$ cat src/rtl/gate_tt_sequencer_if.sv
`default_nettype none
// ============================================================================
// Module   : gate_tt_sequencer_if
// Brief    : Run-control, stimulus and result bundle of the truth-table
//            sequencer.
// Revision : 1.0 - initial release
// ============================================================================
interface gate_tt_sequencer_if #(
    parameter int N_IN = 2
);
    logic              start;
    logic              dut_out;
    logic [N_IN-1:0]   stim;
    logic              busy;
    logic              done;
    logic              pass;
    logic [N_IN:0]     err_count;
    logic [N_IN-1:0]   first_fail_idx;
    logic              fail_valid;

    // master: the sequencer itself
    modport master (
        input  start, dut_out,
        output stim, busy, done, pass, err_count, first_fail_idx, fail_valid
    );

    // slave: run controller plus gate under test
    modport slave (
        output start, dut_out,
        input  stim, busy, done, pass, err_count, first_fail_idx, fail_valid
    );
endinterface
`default_nettype wire

$ cat src/rtl/gate_tt_sequencer.sv
`default_nettype none
// ============================================================================
// Module   : gate_tt_sequencer
// Brief    : Walks every input vector of a small gate, samples its output after
//            a hold time and checks it against an expected truth table.
// Revision : 1.0 - initial release
// ============================================================================
module gate_tt_sequencer #(
    parameter int                    N_IN        = 2,
    parameter int                    HOLD_CYCLES = 4,
    parameter logic [2**N_IN-1:0]    EXP_TT      = 4'b1110
) (
    input  wire                      clk,
    input  wire                      rst,
    gate_tt_sequencer_if.master      bus
);

    localparam int              c_HW        = (HOLD_CYCLES > 1) ? $clog2(HOLD_CYCLES) : 1;
    localparam logic [c_HW-1:0] c_HOLD_LAST = c_HW'(HOLD_CYCLES - 1);
    localparam logic [N_IN-1:0] c_IDX_LAST  = {N_IN{1'b1}};

    localparam logic [1:0] c_IDLE = 2'd0;
    localparam logic [1:0] c_RUN  = 2'd1;
    localparam logic [1:0] c_DONE = 2'd2;

    logic [1:0]       r_state;
    logic [1:0]       w_state_nxt;
    logic [N_IN-1:0]  r_idx;
    logic [c_HW-1:0]  r_hold_cnt;
    logic [N_IN:0]    r_err_count;
    logic [N_IN-1:0]  r_first_fail_idx;
    logic             r_fail_valid;
    logic             r_busy;
    logic             r_done;

    logic             w_start_acc;
    logic             w_sample;
    logic             w_mismatch;
    logic             w_last;

    // start is only honoured outside a run; RUN never restarts or queues
    assign w_start_acc = bus.start && (r_state != c_RUN);
    assign w_sample    = (r_state == c_RUN) && (r_hold_cnt == c_HOLD_LAST);
    assign w_mismatch  = w_sample && (bus.dut_out != EXP_TT[r_idx]);
    assign w_last      = (r_idx == c_IDX_LAST);

    always_comb begin
        w_state_nxt = r_state;
        case (r_state)
            c_IDLE:  if (w_start_acc)         w_state_nxt = c_RUN;
            c_RUN:   if (w_sample && w_last)  w_state_nxt = c_DONE;
            c_DONE:  if (w_start_acc)         w_state_nxt = c_RUN;
            default:                          w_state_nxt = c_IDLE;
        endcase
    end

    always_ff @(posedge clk or posedge rst) begin
        if (rst) begin
            r_state <= c_IDLE;
        end else begin
            r_state <= w_state_nxt;
        end
    end

    always_ff @(posedge clk or posedge rst) begin
        if (rst) begin
            r_idx            <= '0;
            r_hold_cnt       <= '0;
            r_err_count      <= '0;
            r_first_fail_idx <= '0;
            r_fail_valid     <= 1'b0;
            r_busy           <= 1'b0;
            r_done           <= 1'b0;
        end else if (w_start_acc) begin
            r_idx            <= '0;
            r_hold_cnt       <= '0;
            r_err_count      <= '0;
            r_first_fail_idx <= '0;
            r_fail_valid     <= 1'b0;
            r_busy           <= 1'b1;
            r_done           <= 1'b0;
        end else if (r_state == c_RUN) begin
            if (w_sample) begin
                if (w_mismatch) begin
                    r_err_count <= r_err_count + (N_IN+1)'(1);
                    if (!r_fail_valid) begin
                        r_first_fail_idx <= r_idx;
                        r_fail_valid     <= 1'b1;
                    end
                end
                if (w_last) begin
                    r_busy <= 1'b0;
                    r_done <= 1'b1;
                end else begin
                    r_idx      <= r_idx + N_IN'(1);
                    r_hold_cnt <= '0;
                end
            end else begin
                r_hold_cnt <= r_hold_cnt + c_HW'(1);
            end
        end
    end

    // r_idx is zero in IDLE and frozen on the last vector in DONE
    assign bus.stim           = r_idx;
    assign bus.busy           = r_busy;
    assign bus.done           = r_done;
    assign bus.err_count      = r_err_count;
    assign bus.first_fail_idx = r_first_fail_idx;
    assign bus.fail_valid     = r_fail_valid;
    assign bus.pass           = r_done && (r_err_count == '0);

endmodule
`default_nettype wire

$ cat src/flat_wrapper.sv
// flat-port wrapper written by rule: the top's interface ports become plain ports
module gate_tt_sequencer_flat 
#(
    parameter int                    N_IN        = 2,
    parameter int                    HOLD_CYCLES = 4,
    parameter logic [2**N_IN-1:0]    EXP_TT      = 4'b1110
)
  (clk, rst, bus_start, bus_dut_out, bus_stim, bus_busy, bus_done, bus_pass, bus_err_count, bus_first_fail_idx, bus_fail_valid);
  gate_tt_sequencer_if #(.N_IN(N_IN)) bus_i ();
  input  wire clk;
  input  wire rst;
  input wire logic [$bits(bus_i.start)-1:0] bus_start;
  input wire logic [$bits(bus_i.dut_out)-1:0] bus_dut_out;
  output wire logic [$bits(bus_i.stim)-1:0] bus_stim;
  output wire logic [$bits(bus_i.busy)-1:0] bus_busy;
  output wire logic [$bits(bus_i.done)-1:0] bus_done;
  output wire logic [$bits(bus_i.pass)-1:0] bus_pass;
  output wire logic [$bits(bus_i.err_count)-1:0] bus_err_count;
  output wire logic [$bits(bus_i.first_fail_idx)-1:0] bus_first_fail_idx;
  output wire logic [$bits(bus_i.fail_valid)-1:0] bus_fail_valid;
  assign bus_i.start = bus_start;
  assign bus_i.dut_out = bus_dut_out;
  assign bus_stim = bus_i.stim;
  assign bus_busy = bus_i.busy;
  assign bus_done = bus_i.done;
  assign bus_pass = bus_i.pass;
  assign bus_err_count = bus_i.err_count;
  assign bus_first_fail_idx = bus_i.first_fail_idx;
  assign bus_fail_valid = bus_i.fail_valid;
  gate_tt_sequencer #(.N_IN(N_IN), .HOLD_CYCLES(HOLD_CYCLES), .EXP_TT(EXP_TT)) u_core (.clk(clk), .rst(rst), .bus(bus_i));
endmodule
$ cat config.mk
export PLATFORM = sky130hd
export DESIGN_NAME = gate_tt_sequencer_flat
export DESIGN_NICKNAME = d
export VERILOG_FILES = /design/src/rtl/gate_tt_sequencer_if.sv /design/src/rtl/gate_tt_sequencer.sv /design/src/flat_wrapper.sv
export SDC_FILE = /design/constraint.sdc
export NUM_CORES = 1
export LEC_CHECK = 0
export ABC_AREA = 0
export BUFFER_PORTS_ARGS = -buffer_cell sky130_fd_sc_hd__buf_2
export CAP_MARGIN = 10
export CORE_MARGIN = 8
export CORE_UTILIZATION = 55
export DETAILED_ROUTE_END_ITERATION = 10
export GPL_TIMING_DRIVEN = 0
export PLACE_DENSITY_LB_ADDON = 0.15
export SYNTH_ARGS = -nofsm -noshare
export SYNTH_HDL_FRONTEND = slang
export SYNTH_SLANG_ARGS = --single-unit
$ cat constraint.sdc
create_clock -name clk -period 2.6 [get_ports clk]
set_clock_uncertainty 0.1 [all_clocks]
set_input_delay 0.26 -clock clk [delete_from_list [all_inputs] [get_ports clk]]
set_output_delay 0.26 -clock clk [all_outputs]
set_load 0.05 [all_outputs]
==> flow_summary.toml <==
[drt]
drt_iter0_drc = 7
routed_wl_um = 1460
viasPerCell = 5.63
wl_per_cell_um = 14.5
first_pass_iters = 2
ant_nets = 0
vias = 569
drc = 0

[critical_path]
start_kind = "register"
crit_type = "register to register"
endpoint_kind = "register"
cp_max_fo = 4
worstPathRequired_ns = 2.67
critical_path_arrival_ns = 1.82

[placed_design]
post_dp_cell_area_um2 = 820
routabilityCongestion = 0.791
dp_cells = 96
port_buffers = 14
dp_hpwl_um = 1190

[floorplan]
die_area_um2 = 2750
die_h_um = 52.5
die_w_um = 52.5
io_pins = 15
core_um2 = 1270
start_util = 0.576
rows = 13

[timing]
period_share = 0.673
rsz0062_at_grt = "false"
fin_crit_ns = 1.75
tightest_slew_ns = 0.534
hold_violations = 0
fmaxAchievable_mhz = 572
setup_viol = 0
slew_headroom = 0.644
holdWs_ns = 0.175
setup_tns_ns = 0
slew_viol_final = 0

[synth]
synth_nets = 76
synth-seq-cells = 14
synth_cell_types = 25
ys_seq_area_frac = 0.479
syn_area_per_cell_um2 = 10.9
netlist_area_um2 = 731
yosys_warnings = 0
synthCells = 67

[grt]
grt_max_degree = 15
gr-total-overflow = 0
grt_pass1_vias = 623
gr-usage-all-layers = 0.129
grt_first_pass_wirelength_um = 2680
antenna_found_initial = 0

[clock_network]
postCtsResizedCells = 0
clkSlewWorstSetupHoldPaths_ns = 0.08
htree_num_levels = 1
tritoncts = "built"
cts_buffers = 3
insertion_delay_ns = 0.28
clock-root-buffer = "clkbuf_4"
cts_buffer_depth = 2
cts.sinks = 14

[final_layout]
stdcell_area_um2 = 866
layout-area-overhead-vs-synth_pct = 18.5
fin_nets = 96
fin_cells = 101
drive_gt1_frac = 0.291
fin_util = 0.682
diodes = 0

[pwr]
internal_power_mw = 0.616
power.clock.fraction = 0.130
power.switching_mw = 0.589
combPwrFrac = 0.556
powerDensity_nw_per_um2 = 1390
power.share.sequential = 0.314
swShare = 0.489
ir_worst_vdd_mv = 0.751
leakage_nw = 0.495

[run]
cap_violations = 0

[hold_path]
hp-class = "primary input to register"

[status]
status = "finished clean"
-- logic make-up (layout without fill, tap and decap cells) --
| group | count (synthesis) | count (layout) | share of synthesized area |
|---|---|---|---|
| AO/OA/AOI/OAI | 12 | 12 | 0.0993 |
| XOR/XNOR | 1 | 1 | 0.0120 |
| adder cells (fa/ha/maj) | 5 | 5 | 0.0856 |
| buffers and inverters | 8 | 27 | 0.0514 |
| flip-flops | 14 | 14 | 0.479 |
| multiplexers | 8 | 8 | 0.118 |
| AND/OR/NAND/NOR | 19 | 19 | 0.154 |
-- final cells by class --
class | instances | area [µm²]
buffer | 1 | 11.3
clock buffer | 4 | 36.3
fill | 110 | 403
inverter | 7 | 26.3
multi-input combinational | 45 | 343
sequential | 14 | 350
tap | 15 | 18.8
timing repair buffer | 15 | 80.1
-- sequential cells by signal (all words and copies together) (netlist names) --
signal / count
u_core.bus.fail_valid: 1
u_core.bus.first_fail_idx: 2
u_core.r_hold_cnt: 2
u_core.bus.done: 1
u_core.bus.stim: 2
u_core.bus.err_count: 3
u_core.r_state: 2
u_core.bus.busy: 1
-- metal layers --
metal / track usage / share of wire / wire (µm) / vias to the layer above
met5: 0 / 0 / 0 / -
li1: - / - / - / 275
met1: 0.127 / 0.39 / 575 / 281
met4: 0.0690 / 0.016 / 23 / 0
met2: 0.237 / 0.55 / 798 / 9
met3: 0.0369 / 0.044 / 65 / 4
-- placed cells by master (no fill, tap or decap), types with 2 or more instances in the layout --
cell type,count
a21o_1,2
buf_2,14
clkbuf_4,3
dfrtp_1,14
ha_1,5
inv_1,7
mux2i_1,6
nand2_1,7
nand4b_1,2
o21ai_0,7
-- worst paths after layout --
path | slack (ns) | start | end | depth (start not counted)
max in group asynchronous | 1.60 | rst | u_core.bus.err_count[0] | 3
setup / recovery | 0.85 | u_core.bus.stim[0] | u_core.bus.err_count[1] | 5
hold / removal | 0.18 | bus_start | u_core.bus.done | 2
min in group asynchronous | 0.45 | rst | u_core.r_hold_cnt[0] | 3
setup reg to reg | 0.85 | u_core.bus.stim[0] | u_core.bus.err_count[1] | 5
hold reg to reg | 0.38 | u_core.bus.busy | u_core.bus.busy | 2
-- cell usage after synthesis, drive strengths merged --
cell    count  area share
nor3b       1       0.010
nand4b      2       0.024
a21o        2       0.021
o21ai       7       0.048
mux2i       6       0.082
and3        1       0.010
nor2        1      0.0051
a22oi       1       0.010
nor2b       2       0.027
dfrtp      14        0.48
nand3       1      0.0068
nand2b      1      0.0086
and2        1       0.010
nor3        1      0.0068
inv         7       0.036
a21oi       1      0.0068
nand2       7       0.036
xnor2       1       0.012
mux2        2       0.036
buf         1       0.015
nand4       1      0.0086
a22o        1       0.014
ha          5       0.086
-- timing repair --
action,in CTS,in global routing
buffers inserted,0,0
setup endpoints to repair,0,0
hold buffers,1,0
endpoints found under the hold margin,14,0
-- through the flow --
stage               total power [mW]  setup WS, ns
CTS                             1.22         0.835
global placement                1.03         0.873
finish                          1.20         0.851
global route                    1.29         0.664
floorplan                      0.903         0.260
detailed placement              1.06         0.847
-- power groups by stage --
stage                     logic, mW  registers, mW  clock network [mW]
after global routing          0.730          0.396               0.169
final                         0.670          0.378               0.156
after global placement        0.655          0.376                   0
after floorplan               0.297          0.605                   0
after CTS                     0.683          0.379               0.160
after detailed placement      0.679          0.384                   0
-- worst max-delay path, stage by stage (launching register included) --
cell     delay [ns]
dfrtp_1        0.42
inv_1          0.08
ha_1           0.21
xnor2_1        0.24
and3_2         0.26
mux2_2         0.33
No activity file was read; power rests on OpenSTA's default activity.
